==> src/rtl/lsu_pkg.sv <==
// lsu_pkg: shared state encoding, access-size and byte-mask constants for the load/store unit
package lsu_pkg;
  typedef enum logic [1:0] {IDLE, REQ, WAIT, RESP} state_t;
  localparam logic [1:0] SIZE_B = 2'b00;
  localparam logic [1:0] SIZE_H = 2'b01;
  localparam logic [1:0] SIZE_W = 2'b10;
  localparam logic [3:0] MASK_B = 4'b0001;
  localparam logic [3:0] MASK_HL = 4'b0011;
  localparam logic [3:0] MASK_HH = 4'b1100;
  localparam logic [3:0] MASK_W = 4'b1111;
  function automatic logic misaligned(input logic [1:0] size, input logic [1:0] lo);
    return (size == SIZE_H && lo[0]) || (size == SIZE_W && lo != 2'b00) || size == 2'b11;
  endfunction
endpackage

==> src/rtl/lsu_align.sv <==
// lsu_align: combinational byte-lane steering (mask, store shift, load shift and extend)
module lsu_align
  import lsu_pkg::*;
(
  input  logic [1:0]  size,
  input  logic [1:0]  lo,
  input  logic        is_unsigned,
  input  logic [31:0] wdata,
  input  logic [31:0] rdata,
  output logic [3:0]  mask,
  output logic [31:0] wdata_lane,
  output logic [31:0] rdata_ext
);
  logic [4:0] sh;
  logic [31:0] sr;
  // lane shift is 8*lo for bytes, 16*lo[1] for halves, none for words
  always_comb begin
    sh = size == SIZE_B ? {lo, 3'b000} : size == SIZE_H ? {lo[1], 4'b0000} : 5'd0;
    mask = size == SIZE_B ? MASK_B << lo : size == SIZE_H ? (lo[1] ? MASK_HH : MASK_HL) : MASK_W;
    wdata_lane = size == SIZE_B ? {24'd0, wdata[7:0]} << sh :
                 size == SIZE_H ? {16'd0, wdata[15:0]} << sh : wdata;
    sr = rdata >> sh;
    rdata_ext = size == SIZE_B ? {{24{~is_unsigned & sr[7]}}, sr[7:0]} :
                size == SIZE_H ? {{16{~is_unsigned & sr[15]}}, sr[15:0]} : sr;
  end
endmodule

==> src/rtl/load_store_unit.sv <==
// load_store_unit: byte/half/word memory stage with valid/ready memory handshake; LSU_MISALIGN_TRAP_EN enables misalign/illegal-size traps
module load_store_unit
  import lsu_pkg::*;
(
  input  logic        i_clk,
  input  logic        i_rst_n,
  input  logic        i_req_valid,
  output logic        o_req_ready,
  input  logic        i_req_wen,
  input  logic [31:0] i_req_addr,
  input  logic [31:0] i_req_wdata,
  input  logic [1:0]  i_req_size,
  input  logic        i_req_unsigned,
  output logic        o_rsp_valid,
  output logic [31:0] o_rsp_rdata,
  output logic        o_rsp_trap,
  output logic        o_mem_req_valid,
  input  logic        i_mem_req_ready,
  output logic [31:0] o_mem_addr,
  output logic        o_mem_ren,
  output logic        o_mem_wen,
  output logic [31:0] o_mem_wdata,
  output logic [3:0]  o_mem_mask,
  input  logic        i_mem_rsp_valid,
  input  logic [31:0] i_mem_rsp_rdata
);
  state_t state, state_n;
  logic [29:0] addr_q;
  logic [1:0] lo_q, size_q, size_n, lo_n;
  logic wen_q, uns_q, bad;
  logic [31:0] wdata_q, rdata_q, wdata_lane, rdata_ext;
  logic [3:0] mask;
  logic in_req;
  lsu_align u_align (
    .size(size_q),
    .lo(lo_q),
    .is_unsigned(uns_q),
    .wdata(wdata_q),
    .rdata(i_mem_rsp_rdata),
    .mask(mask),
    .wdata_lane(wdata_lane),
    .rdata_ext(rdata_ext)
  );
`ifdef LSU_MISALIGN_TRAP_EN
  logic trap_q;
  // incoming request keeps its raw size/offset; bad ones are diverted to a trap response
  always_comb begin
    size_n = i_req_size;
    lo_n = i_req_addr[1:0];
    bad = misaligned(i_req_size, i_req_addr[1:0]);
  end
  // trap flag latched at acceptance, only visible while responding
  always_ff @(posedge i_clk or negedge i_rst_n) begin
    if (!i_rst_n) trap_q <= 1'b0;
    else if (state == IDLE && i_req_valid) trap_q <= bad;
  end
  assign o_rsp_trap = state == RESP && trap_q;
`else
  // without traps, size 11 becomes a word and the offset is forced aligned to the size
  always_comb begin
    size_n = i_req_size == 2'b11 ? SIZE_W : i_req_size;
    lo_n = size_n == SIZE_B ? i_req_addr[1:0] : size_n == SIZE_H ? {i_req_addr[1], 1'b0} : 2'b00;
    bad = 1'b0;
  end
  assign o_rsp_trap = 1'b0;
`endif
  // state register
  always_ff @(posedge i_clk or negedge i_rst_n) begin
    if (!i_rst_n) state <= IDLE;
    else state <= state_n;
  end
  // next-state logic: accept, request, wait for memory, one-cycle response
  always_comb begin
    state_n = state;
    case (state)
      IDLE: if (i_req_valid) state_n = bad ? RESP : REQ;
      REQ: if (i_mem_req_ready) state_n = WAIT;
      WAIT: if (i_mem_rsp_valid) state_n = RESP;
      default: state_n = IDLE;
    endcase
  end
  // request fields latched on acceptance; load result captured on memory completion
  always_ff @(posedge i_clk or negedge i_rst_n) begin
    if (!i_rst_n) begin
      addr_q <= '0;
      lo_q <= '0;
      size_q <= '0;
      wen_q <= 1'b0;
      uns_q <= 1'b0;
      wdata_q <= '0;
      rdata_q <= '0;
    end else if (state == IDLE && i_req_valid) begin
      addr_q <= i_req_addr[31:2];
      lo_q <= lo_n;
      size_q <= size_n;
      wen_q <= i_req_wen;
      uns_q <= i_req_unsigned;
      wdata_q <= i_req_wdata;
    end else if (state == WAIT && i_mem_rsp_valid) begin
      rdata_q <= wen_q ? 32'd0 : rdata_ext;
    end
  end
  assign in_req = state == REQ;
  assign o_req_ready = state == IDLE;
  assign o_rsp_valid = state == RESP;
  assign o_rsp_rdata = rdata_q;
  assign o_mem_req_valid = in_req;
  assign o_mem_addr = in_req ? {addr_q, 2'b00} : 32'd0;
  assign o_mem_ren = in_req && !wen_q;
  assign o_mem_wen = in_req && wen_q;
  assign o_mem_wdata = in_req ? wdata_lane : 32'd0;
  assign o_mem_mask = in_req ? mask : 4'd0;
endmodule

==> config.mk <==
export PLATFORM = sky130hd
export DESIGN_NAME = load_store_unit
export DESIGN_NICKNAME = d
export VERILOG_FILES = /design/src/rtl/lsu_pkg.sv /design/src/rtl/lsu_align.sv /design/src/rtl/load_store_unit.sv
export SDC_FILE = /design/constraint.sdc
export NUM_CORES = 1
export LEC_CHECK = 0
export BUFFER_PORTS_ARGS = -buffer_cell sky130_fd_sc_hd__clkbuf_2
export CORE_ASPECT_RATIO = 0.6
export CORE_MARGIN = 2
export CORE_UTILIZATION = 48
export CTS_BUF_LIST = sky130_fd_sc_hd__clkbuf_4
export CTS_CLUSTER_SIZE = 14
export DETAILED_ROUTE_END_ITERATION = 8
export GPL_ROUTABILITY_DRIVEN = 0
export HOLD_SLACK_MARGIN = 0.03
export PLACE_DENSITY = 0.77
export SYNTH_ARGS = -nofsm -noshare
export SYNTH_HDL_FRONTEND = slang
export SYNTH_SLANG_ARGS = --single-unit
==> constraint.sdc <==
create_clock -name i_clk -period 2.1 [get_ports i_clk]
set_input_delay 0.63 -clock i_clk [delete_from_list [all_inputs] [get_ports i_clk]]
set_output_delay 0.63 -clock i_clk [all_outputs]
set_load 0.02 [all_outputs]
After elaboration in Yosys (flattened, before gate mapping)
Cells that the tools add are included.
{ "op_classes": {"n_div": 0, "eq_ne": 9, "shift": 4, "n_reduce_logical": 10, "n_mul": 0, "muxes": 20, "bitwise_logic": 4, "addsub": 0, "magnitude_cmp": 0} }
{ "ops": {"columns": ["operator", "n"], "rows": [
  ["2-to-1 mux 32 bit", 7],
  ["<< shifter 16 x 5 -> 32 bit", 1],
  ["<< shifter 8 x 5 -> 32 bit", 1],
  [">> shifter 32 x 5 -> 32 bit", 1],
  ["2-to-1 mux 4 bit", 4],
  ["2-to-1 mux 2 bit", 6],
  ["2-to-1 mux 5 bit", 2],
  ["equality test 2 x 1 -> 1 bit, second input constant", 3],
  ["equality test 2 bit, second input constant", 3],
  ["zero test 2 bit", 3],
  ["!= test 2 bit, second input constant", 3],
  ["case mux 2 bit (3 select lines)", 1],
  ["logical AND 1 bit", 4],
  ["<< shifter 1 x 2 -> 4 bit, first input constant", 1],
  ["AND reduction 3 bit", 1],
  ["AND 1 bit", 2],
  ["NOT 1 bit", 2],
  ["AND reduction 2 bit", 1],
  ["zero test 1 bit", 1]
]} }
{ "totals": {"mem_count": 0, "regBits": 102, "elab_cells": 55, "output_inout_bits": 106, "latch_bits": 0, "ramBits": 0, "in_bits": 105, "rom_bits": 0} }

Logic depth before layout (Yosys ltp)
Gate-level depths: netlist of run 1.
{ "depth": {"word_depth": 8, "depth_mapped": 8, "depth_no_buf": 6} }

By module
A second synthesis of run 1 with hierarchy kept.
{ "unflattened": {"cells_unflattened": 518, "area_unflattened_um2": 5839.4} }
{ "by_module_without_submodules": {"columns": ["mod", "cells_per_inst", "seq_area_each_um2", "n_inst", "area_per_inst_um2"], "rows": [
  ["load_store_unit", 348, 2552.4, 1, 4695.8],
  ["lsu_align", 170, 0.0, 1, 1143.6]
]} }

Least setup slack after synthesis of run 1
No wires, ideal clock.
{ "synth_timing": {"path_type": "register to output", "from": "reg state[1]", "to": "out o_mem_wdata[0]", "t_arrival_ns": 1.577, "stages_incl_launch_ff": 6, "n_path_buf": 0, "slack_ns": -0.107, "cell_sequence": "dfrtp_1 inv_1 ha_1 nand2_1 nor2_2 and2_1"} }
{ "synth_between": {"elab_chain_len": 2} }
{ "synth_lines": {"columns": ["item", "line_no", "source"], "rows": [
  ["from (decl)", "load_store_unit.sv:27", "state_t state, state_n;"],
  ["from (signal assigned)", "load_store_unit.sv:70", "else state <= state_n;"],
  ["equality test 2 x 1 -> 1 bit", "load_store_unit.sv:103", "assign in_req = state == REQ;"],
  ["via o_mem_req_valid", "load_store_unit.sv:17", "output logic o_mem_req_valid,"],
  ["2-to-1 mux 32 bit", "load_store_unit.sv:111", "assign o_mem_wdata = in_req ? wdata_lane : 32'd0;"],
  ["to (decl)", "load_store_unit.sv:22", "output logic [31:0] o_mem_wdata,"]
]} }
The timed path passes the listed nets, and every way through them passes these cells.

Worst setup path in the final report of run 1
{ "layout_timing": {"from": "reg size_q[1]", "to": "out o_mem_wdata[15]"} }
{ "layout_between": {"elab_chain_len": 7, "elab_cells_between_ends": 9} }
{ "layout_lines": {"columns": ["item", "line_no", "source"], "rows": [
  ["from (decl)", "load_store_unit.sv:29", "logic [1:0] lo_q, size_q, size_n, lo_n;"],
  ["from (signal assigned)", "load_store_unit.sv:95", "size_q <= size_n;"],
  ["equality test 2 x 1 -> 1 bit", "lsu_align.sv:18, lsu_align.sv:21", null],
  ["2-to-1 mux 5 bit (2 in series)", "lsu_align.sv:18", "sh = size == SIZE_B ? {lo, 3'b000} : size == SIZE_H ? {lo[1], 4'b0000} : 5'd0;"],
  ["<< shifter 16 x 5 -> 32 bit", "lsu_align.sv:21", "size == SIZE_H ? {16'd0, wdata[15:0]} << sh : wdata;"],
  ["2-to-1 mux 32 bit", "lsu_align.sv:21", null],
  ["2-to-1 mux 32 bit (*)", "lsu_align.sv:20", "wdata_lane = size == SIZE_B ? {24'd0, wdata[7:0]} << sh :"],
  ["2-to-1 mux 32 bit (*)", "load_store_unit.sv:111", null]
]} }
Mark *: on every way between the ends. The rest lies on a longest branch, timed or not.

==> flow_summary_export.csv, run 1 <==
group,metric,value,unit
global_route,grt_usage,0.294,
worst_setup_path,cp_top_family,"flip-flops",
global_route,antenna_found_initial,0,
routing,dr.pass1.iters,6,
final_layout,area_growth,47.8,%
die,die_h,87.5,µm
routing,dr_total_vias,5303,
worst_setup_path,path_cells,"nor3b_4, buf_6, a22oi_1, o21ai_1, and2_2, clkbuf_8",
synthesis,yosys.area.top_type,"dfrtp_1",
die,io_pins,211,
worst_setup_path,r2r_start,"size_q[1]",
outcome,status,"finished with violations",
die,die_w,143,µm
timing,drv_slew,0,
timing,final-setup-viol-count,69,
timing,fmax,0.387,GHz
timing,final.setup.tns,-24.13,ns
final_layout,final_util,0.728,
routing,drc,0,
job,maxCapViolCount,0,
die,die_area,0.0125,mm²
die,rows,30,
worst_setup_path,endpoint_kind,"primary output",
timing,rsz0062_at_grt,"true",
die,coreArea,0.0113,mm²
hold_path,holdCritPathClass,"in -> async",
clocking,h-tree-depth,3,
timing,final.setup_skew,0.0258,ns
worst_setup_path,path_class,"reg -> out",
clocking,cts_tree,"yes",
clocking,clk_pin_slew_worst_paths,0.16,ns
worst_setup_path,cp.required,1.47,ns
global_route,grt_pass1_vias,5103,
synthesis,async_flop_share,1.00,
worst_setup_path,cp-start-kind,"register",
routing,ant_nets,0,
timing,fin_crit,2.58,ns
synthesis,ys_warn_count,0,
final_layout,fin_area,0.00825,mm²
power,leakage,3.76,nW
synthesis,synth_area,0.00558,mm²
worst_setup_path,timing.rr.end,"o_rsp_rdata[11]",
timing,worstMarginPinSlew,0.522,ns
synthesis,ys_types,40,
final_layout,drive_gt1_frac,0.617,
timing,worst_hold_slack,0.0690,ns
die,start_util,0.492,
synthesis,yosysMostFrequentCell,"dfrtp_1",
placement,dp_hpwl,12100,µm
worst_setup_path,slowest_delay,0.48,ns
worst_setup_path,cp_max_fo,8,
worst_setup_path,crit_buf_inv,2,
global_route,use_met3,0.0847,
clocking,worst_skew_pair.late_latency,0.49,ns
worst_setup_path,reg2reg_depth,8,
power,ir_drop,779,µV
global_route,grt_busiest_layer,"met2",
synthesis,avgSynthCellArea,10.9,µm²
routing,drt-initial-drc-count,687,
worst_setup_path,slowest_stage,"dfrtp_2",
global_route,grt_overflow_total,0,
clocking,cts.sinks,102,
global_route,grt_max_degree,41,
global_route,use_met2,0.453,
final_layout,antennaDiodeCount,0,
timing,fin_ws,-0.483,ns
synthesis,synth-edff-count,0,
routing,wirelength,19600,µm
timing,final_hold_viol_count,0,
worst_setup_path,r2r_slack,0,ns
synthesis,netlist_instances,511,
timing,slew_headroom,0.652,
global_route,met1_usage,0.417,
routing,viasPerCell,5.83,
global_route,grt_first_pass_wirelength,28200,µm
power,total_power,13.0,mW
placement,place_area,0.00687,mm²
synthesis,synth_area_leaders,"dfrtp_1 46%, mux2_2 15%, and2_1 5.5%",
worst_setup_path,arrival,1.95,ns
clocking,root_buffer,"clkbuf_4",
synthesis,yosys.area.top_type_share,0.457,
clocking,cts_buffers,9,
clocking,hold_buffers,0,
synthesis,synth-seq-cells,102,
synthesis,synth-main-ff-cell,"dfrtp_1",
clocking,cts_buffer_depth,2,
placement,numPortBuffers,207,
routing,wl_per_cell,21.6,µm
synthesis,yosys-top-cells-count,"102 x dfrtp_1, 72 x mux2_2, 50 x nand2_1",
final_layout,nets,854,
timing,fin_crit_sh,1.23,
power,powerDensity,1580,mW/mm²
outcome,violations,"negative setup slack",
synthesis,yosysSeqAreaShare,0.457,
## placed cells by master, fill, tap and decap left out, drive strengths merged, types with 3 or more instances in the layout
master  count
mux2       72
a22o        8
o31ai       9
clkbuf    156
nand2      50
o21ai      27
a221oi      8
nand3       9
mux2i       3
nor2b      18
nor2       13
inv         9
and2       49
mux4        7
buf       119
conb        3
a22oi      40
o211ai     17
ha          5
dfrtp     102
nand2b      5
## worst register-to-register path: stages, from the launching register on
cell and delay (ns):
dfrtp_2 0.48, buf_4 0.16, buf_6 0.12, buf_12 0.11
buf_6 0.14, and4bb_1 0.25, a21oi_1 0.05, o221a_4 0.39
o31ai_1 0.32
## state kept, by name, indices dropped and copies added, names as in the netlist
| register | flops |
|---|---|
| addr_q | 30 |
| lo_q | 2 |
| o_rsp_rdata | 32 |
| size_q | 2 |
| state | 2 |
| uns_q | 1 |
| wdata_q | 32 |
| wen_q | 1 |
## how the worst max path moves through the flow
stage	from	depth (start not counted)	endpoint	slack [ns]
finish	size_q[1]	6	o_mem_wdata[15]	-0.48
global route	size_q[1]	6	o_mem_wdata[15]	-0.55
CTS	size_q[1]	7	o_mem_wdata[20]	-0.46
detailed placement	state[1]	6	o_mem_wdata[2]	0.02
global placement	size_q[1]	6	o_mem_wdata[12]	0.09
floorplan	size_q[0]	6	o_mem_wdata[24]	-0.02
## metal layers
layer | part of all wire | routed length [µm]
met3 | 0.11 | 2110
met5 | 0 | 0
met2 | 0.46 | 8960
met4 | 0.017 | 333
met1 | 0.42 | 8240
## logic make-up after synthesis
kind of cell / after synthesis / synth area share
DFF: 102 / 0.457
other: 1 / 0.000672
and+or+nand+nor: 153 / 0.153
AOI/OAI and AO/OA: 116 / 0.150
muxes: 82 / 0.179
buffers and inverters: 52 / 0.0493
adders and majority gates: 5 / 0.0112
## cell type report
type / instances / area, µm²
clock buffer: 9 / 67.6
clock inverter: 7 / 97.6
fill: 806 / 3080
inverter: 5 / 21.3
multi-input combinational: 359 / 3100
sequential: 102 / 2560
tap: 160 / 200
timing repair buffer: 267 / 2210
## power breakdown
group | internal, mW | switching (mW) | leakage (nW)
Clock | 0.400 | 0.761 | 0.0874
Combinational | 4.10 | 3.92 | 2.42
Sequential | 2.89 | 0.954 | 1.24
## repair_timing
action | CTS | global route
gates cloned | 5 | 7
gates resized for setup | 122 | 180
setup buffers | 16 | 19
pin swaps | 11 | 32
endpoints found under the setup margin | 70 | 102
## per-stage QoR
| step | std cells | worst slack, ns |
|---|---|---|
| 5_1_grt | 909 | -0.546 |
| 6_report | 909 | -0.483 |
| 2_1_floorplan | 513 | -0.0151 |
| 4_1_cts | 895 | -0.464 |
| 3_5_place_dp | 859 | 0.0229 |
| 3_3_place_gp | 859 | 0.0866 |
Power figures use the tool's default switching activity.
==> inputs of run 2 (changes only) <==
--- a/config.mk
+++ b/config.mk
@@ -5,6 +5,7 @@
 export SDC_FILE = /design/constraint.sdc
 export NUM_CORES = 1
 export LEC_CHECK = 0
+export ABC_AREA = 1
 export BUFFER_PORTS_ARGS = -buffer_cell sky130_fd_sc_hd__clkbuf_2
 export CORE_ASPECT_RATIO = 0.6
 export CORE_MARGIN = 2
@@ -13,7 +14,9 @@
 export CTS_CLUSTER_SIZE = 14
 export DETAILED_ROUTE_END_ITERATION = 8
 export GPL_ROUTABILITY_DRIVEN = 0
+export GPL_TIMING_DRIVEN = 0
 export HOLD_SLACK_MARGIN = 0.03
+export MAX_ROUTING_LAYER = met4
 export PLACE_DENSITY = 0.77
 export SYNTH_ARGS = -nofsm -noshare
 export SYNTH_HDL_FRONTEND = slang
==> run 2 against run 1 <==
The flow still finishes with violations (negative setup slack). Largest power group unchanged. Final cell count up 35%. Sequential power down 8.9%. Sequential cell count unchanged. Highest routed layer unchanged. Cell area up 8.5%. Combinational power down 11%. Non-clock buffer count up 37. Critical path type unchanged. Critical endpoint is now o_mem_wdata[22]. Via count up 23%. Synthesized area up 0.40%. Critical path depth up 3. Largest cell class unchanged.
==> flow_summary_export.csv, run 2 <==
group,metric,value,unit
outcome,status,"finished with violations",
outcome,violations,"negative setup slack",
clocking,worst_skew_pair.late_latency,0.49,ns
synthesis,synth-edff-count,0,
worst_setup_path,cp-start-kind,"register",
placement,place_area,0.00714,mm²
clocking,hold_buffers,0,
die,io_pins,211,
synthesis,yosysMostFrequentCell,"nand2_1",
clocking,root_buffer,"clkbuf_4",
worst_setup_path,endpoint_kind,"primary output",
routing,drc,0,
synthesis,netlist_instances,788,
final_layout,mostFrequentLayoutCells,"321 x nand2_1, 154 x clkbuf_2, 100 x dfrtp_1",
routing,dr.pass1.iters,7,
placement,dp_hpwl,13800,µm
routing,wl_per_cell,18.1,µm
global_route,grt_pass1_vias,5779,
timing,worstMarginPinSlew,0.646,ns
worst_setup_path,cp_max_fo,4,
timing,fmax,0.352,GHz
synthesis,synth_area,0.00561,mm²
global_route,grt_overflow_total,0,
die,start_util,0.494,
die,rows,30,
timing,fin_crit,2.84,ns
clocking,h-tree-depth,3,
global_route,grt_usage,0.326,
power,leakage,4.79,nW
clocking,clk_pin_slew_worst_paths,0.19,ns
die,die_w,144,µm
timing,fin_crit_sh,1.35,
die,coreArea,0.0113,mm²
clocking,cts_buffer_depth,2,
worst_setup_path,arrival,2.21,ns
routing,wirelength,22200,µm
clocking,cts.sinks,102,
synthesis,async_flop_share,1.00,
synthesis,synth-main-ff-cell,"dfrtp_1",
job,maxCapViolCount,0,
final_layout,fin_area,0.00896,mm²
worst_setup_path,cp.required,1.47,ns
timing,fin_ws,-0.738,ns
hold_path,holdCritPathClass,"in -> async",
timing,slew_headroom,0.569,
timing,final.setup_skew,0.0304,ns
timing,rsz0062_at_grt,"true",
die,die_area,0.0126,mm²
global_route,grt_max_degree,64,
final_layout,antennaDiodeCount,0,
timing,final_hold_viol_count,0,
worst_setup_path,path_class,"reg -> out",
final_layout,stdcell_count,1223,
final_layout,final_common_cell,"nand2_1",
clocking,cts_buffers,9,
timing,final-setup-viol-count,68,
power,total_power,11.7,mW
placement,numPortBuffers,207,
routing,ant_nets,0,
timing,drv_slew,0,
final_layout,drive_gt1_frac,0.437,
global_route,antenna_found_initial,0,
global_route,grt_first_pass_wirelength,30400,µm
final_layout,area_growth,59.8,%
power,powerDensity,1310,mW/mm²
synthesis,synth_area_leaders,"dfrtp_1 46%, nand2_1 25%, inv_1 4.6%",
final_layout,nets,1168,
routing,dr_total_vias,6543,
synthesis,synth-seq-cells,102,
synthesis,yosys-top-cells-count,"372 x nand2_1, 102 x dfrtp_1, 68 x inv_1",
routing,drt-initial-drc-count,753,
synthesis,ys_types,31,
synthesis,ys_warn_count,0,
routing,viasPerCell,5.35,
power,ir_drop,658,µV
synthesis,yosys.area.top_type,"dfrtp_1",
synthesis,yosys.area.top_type_share,0.455,
synthesis,avgSynthCellArea,7.11,µm²
final_layout,fill_cells,776,
clocking,cts_tree,"yes",
synthesis,yosysSeqAreaShare,0.455,
placement,dp.cells,1158,
die,die_h,87.7,µm
[run 2: changes by cell type after synthesis, sizes merged, moves of 17 or more]
cell   delta
inv      +65
mux2     -72
o21ai    +19
nand2   +323
a21oi    +35
a31oi    +17
nor2b    -18
and2     -49
nor2     +47
a22oi    -40
[run 2: cell type report]
class	count	area (µm²)	area share
clock inverter	7	72.6	0.00810
buffer	44	397	0.0443
inverter	71	299	0.0334
timing repair buffer	260	2090	0.234
sequential	102	2550	0.285
multi-input combinational	570	3270	0.365
tap	160	200	0.0224
clock buffer	9	67.6	0.00754
[run 2: critical path: stages (launching register included)]
cell and delay (ns):
dfrtp_1 0.46, inv_2 0.10, ha_4 0.14, clkbuf_16 0.14, buf_4 0.12, buf_6 0.11, o21ai_4 0.10, buf_12 0.16
a211oi_2 0.19, buf_4 0.20
[run 2: repair_timing]
item	CTS	global route
pin swaps	23	30
endpoints found under the setup margin	141	146
gates resized for setup	182	237
gates cloned	3	1
buffers inserted	34	18
[run 2: through the flow]
| stage | setup TNS (ns) | worst slack (ns) | hold slack (ns) | util |
|---|---|---|---|---|
| 2_1_floorplan | -1.64 | -0.135 | 0.334 | - |
| 3_3_place_gp | -111.76 | -0.978 | 0.464 | 0.627 |
| 3_5_place_dp | -15.96 | -0.430 | 0.465 | 0.630 |
| 4_1_cts | -35.34 | -0.723 | 0.159 | 0.731 |
| 5_1_grt | -42.28 | -0.818 | 0.169 | 0.790 |
| 6_report | -36.01 | -0.738 | 0.140 | 0.790 |
[run 2: per-layer routing]
metal / part of all wire / vias up / GRT usage
li1: - / 2978 / -
met1: 0.39 / 2958 / 0.453
met2: 0.44 / 510 / 0.474
met3: 0.13 / 97 / 0.0875
met4: 0.035 / 0 / 0.0856
met5: 0 / - / -
[run 2: cells by family after synthesis]
| family | Yosys count | share of synthesized area |
|---|---|---|
| and+or+nand+nor | 444 | 0.322 |
| AOI/OAI and AO/OA | 118 | 0.120 |
| buffers and inverters | 118 | 0.0915 |
| DFF | 102 | 0.455 |
| adders and majority gates | 5 | 0.0112 |
| other | 1 | 0.000669 |
[run 2: worst paths after layout]
kind	start	to	slack [ns]	cells after the start
max	state[1]	o_mem_wdata[22]	-0.74	9
min	i_rst_n	wdata_q[12]	0.14	1
max reg2reg	state[1]	wdata_q[4]	0.18	8
min reg2reg	o_rsp_rdata[24]	o_rsp_rdata[24]	0.50	2
max in group asynchronous	i_rst_n	state[0]	1.18	2
min in group i_clk	i_req_addr[6]	addr_q[4]	0.31	3
[run 2: where the power goes]
part           switching (mW)  internal (mW)
logic                    4.36           2.79
registers               0.670           2.83
clock network           0.776          0.283
total                    5.81           5.91
==> inputs of run 3 (changes only) <==
--- a/config.mk
+++ b/config.mk
@@ -18,6 +18,7 @@
 export HOLD_SLACK_MARGIN = 0.03
 export MAX_ROUTING_LAYER = met4
 export PLACE_DENSITY = 0.77
+export REMOVE_ABC_BUFFERS = 1
 export SYNTH_ARGS = -nofsm -noshare
 export SYNTH_HDL_FRONTEND = slang
 export SYNTH_SLANG_ARGS = --single-unit
==> run 3 against run 2 <==
Critical path depth is 3 lower. Clock skew down 0.015 ns. The run still ends with negative setup slack left. Critical endpoint is now o_mem_wdata[11]. Setup slack better by 0.15 ns. Count of clock-buffer cells in the layout is 1 higher. Clock power down 6%. Combinational power up 2%. First-iteration DRC count decreased by 15%. Register-to-register slack worse by 0.16 ns. Sequential share of layout area grew 0.50 points. Power is 1.4% higher.
==> flow_summary_export.csv, run 3 (synthesis results as in run 2) <==
group,metric,value,unit
power,combPwrFrac,0.615,
global_route,grt_busiest_layer,"met1",
clocking,h-tree-depth,3,
routing,ant_nets,0,
clocking,cts_buffer_depth,2,
timing,final-setup-viol-count,70,
die,start_util,0.494,
power,seqPwrFrac,0.300,
worst_setup_path,path_cells,"nor2_8, nand2_8, o21ai_1, nand2_1, a31oi_1, buf_4",
outcome,status,"finished with violations",
die,io_pins,211,
final_layout,mostFrequentLayoutCells,"333 x nand2_1, 135 x clkbuf_2, 97 x dfrtp_1",
final_layout,nets,1152,
outcome,violations,"negative setup slack",
global_route,grt_usage,0.337,
die,die_area,0.0126,mm²
power,powerDensity,1340,mW/mm²
placement,dp_hpwl,11300,µm
worst_setup_path,cp_top_family,"flip-flops",
worst_setup_path,path_class,"reg -> out",
worst_setup_path,slowest_delay,0.56,ns
final_layout,drive_gt1_frac,0.432,
clocking,cts_buffers,9,
die,rows,30,
routing,dr_total_vias,6400,
global_route,grt_max_degree,103,
die,coreArea,0.0113,mm²
final_layout,stdcell_count,1207,
final_layout,antennaDiodeCount,0,
timing,fmax,0.371,GHz
power,p_sw,5.84,mW
clocking,cts.sinks,102,
worst_setup_path,cp.required,1.47,ns
timing,fin_crit,2.69,ns
timing,drv_slew,0,
job,maxCapViolCount,0,
routing,drt-initial-drc-count,638,
worst_setup_path,slowest_stage,"dfrtp_4",
worst_setup_path,reg2reg_depth,13,
worst_setup_path,arrival,2.06,ns
routing,wl_per_cell,18.4,µm
placement,dp.cells,1112,
worst_setup_path,cp_max_fo,16,
global_route,use_met2,0.479,
routing,drc,0,
worst_setup_path,crit_buf_inv,1,
timing,rsz0062_at_grt,"true",
routing,viasPerCell,5.30,
die,die_h,87.7,µm
power,p_int,6.04,mW
placement,numPortBuffers,207,
clocking,cts_tree,"yes",
global_route,antenna_found_initial,0,
clocking,clk_pin_slew_worst_paths,0.17,ns
timing,worstMarginPinSlew,0.853,ns
final_layout,final_util,0.779,
worst_setup_path,endpoint_kind,"primary output",
timing,fin_crit_sh,1.28,
timing,final.setup_skew,0.0150,ns
timing,final_hold_viol_count,0,
worst_setup_path,r2r_slack,0.02,ns
final_layout,area_growth,57.5,%
final_layout,final_common_cell,"nand2_1",
timing,slew_headroom,0.432,
global_route,met1_usage,0.490,
routing,dr.pass1.iters,5,
clocking,hold_buffers,0,
worst_setup_path,cp-start-kind,"register",
routing,wirelength,22200,µm
hold_path,holdCritPathClass,"in -> async",
power,ir_drop,677,µV
die,die_w,144,µm
power,clkPwrFrac,0.084,
clocking,worst_skew_pair.late_latency,0.48,ns
clocking,root_buffer,"clkbuf_4",
power,leakage,4.76,nW
timing,fin_ws,-0.593,ns
global_route,use_met3,0.0694,
power,total_power,11.9,mW
global_route,grt_pass1_vias,5789,
global_route,grt_first_pass_wirelength,30900,µm
worst_setup_path,path_depth,6,
power,switching_share,0.492,
global_route,grt_overflow_total,0,
## run 3: cell count changes in the layout (fill, tap and decap cells not counted), moves of 12 or more
cell      before  now
nand2_4       14   26
nand2_1      321  333
inv_2         17   30
inv_1         46   30
buf_4         41   58
nand2_2       38   12
clkbuf_2     154  135
## run 3: cell type report
cell class,instances,area (µm²)
multi-input cells,573,3190
clock inverters,6,45.0
clock buffers,10,75.1
repair buffers,281,2410
well taps,160,200
flip-flops and latches,102,2560
fillers,767,2500
repair inverters,4,28.8
inverters,71,320
## run 3: per-layer routing
metal	vias to the layer above	part of all wire
met4	0	0.018
met2	390	0.45
met3	50	0.11
li1	2952	-
met1	3008	0.42
met5	-	0
## run 3: power by group through the flow
stage | clock (mW) | combinational [mW] | sequential [mW]
after floorplan | 0 | 2.70 | 3.74
after global placement | 0 | 4.41 | 3.51
after detailed placement | 0 | 4.49 | 3.54
after CTS | 0.996 | 6.12 | 3.40
after global routing | 1.09 | 7.79 | 3.65
final | 0.999 | 7.31 | 3.57
## run 3: worst paths after layout
| path | startpoint | endpoint |
|---|---|---|
| max reg2reg | state[0] | o_rsp_rdata[14] |
| min | i_rst_n | addr_q[2] |
| max in group asynchronous | i_rst_n | lo_q[0] |
| min in group i_clk | i_req_addr[31] | addr_q[29] |
| max | size_q[1] | o_mem_wdata[11] |
| min reg2reg | addr_q[14] | addr_q[14] |
## run 3: per-stage QoR
step | setup WS [ns] | setup TNS [ns] | instance area (µm²) | hold slack, ns
floorplan | -1.77 | -162.62 | 5370 | 0.334
CTS | -0.585 | -26.25 | 8110 | 0.247
global route | -0.676 | -33.52 | 8830 | 0.258
global placement | -3.69 | -459.33 | 6600 | 0.462
detailed placement | -1.93 | -104.21 | 6650 | 0.465
finish | -0.593 | -28.46 | 8830 | 0.205
## run 3: timing repair
| action | in CTS | in global routing |
|---|---|---|
| setup endpoints to repair | 151 | 100 |
| pin swaps | 13 | 17 |
| buffers inserted | 49 | 19 |
| gates resized for setup | 203 | 224 |
| cloned | 11 | 2 |
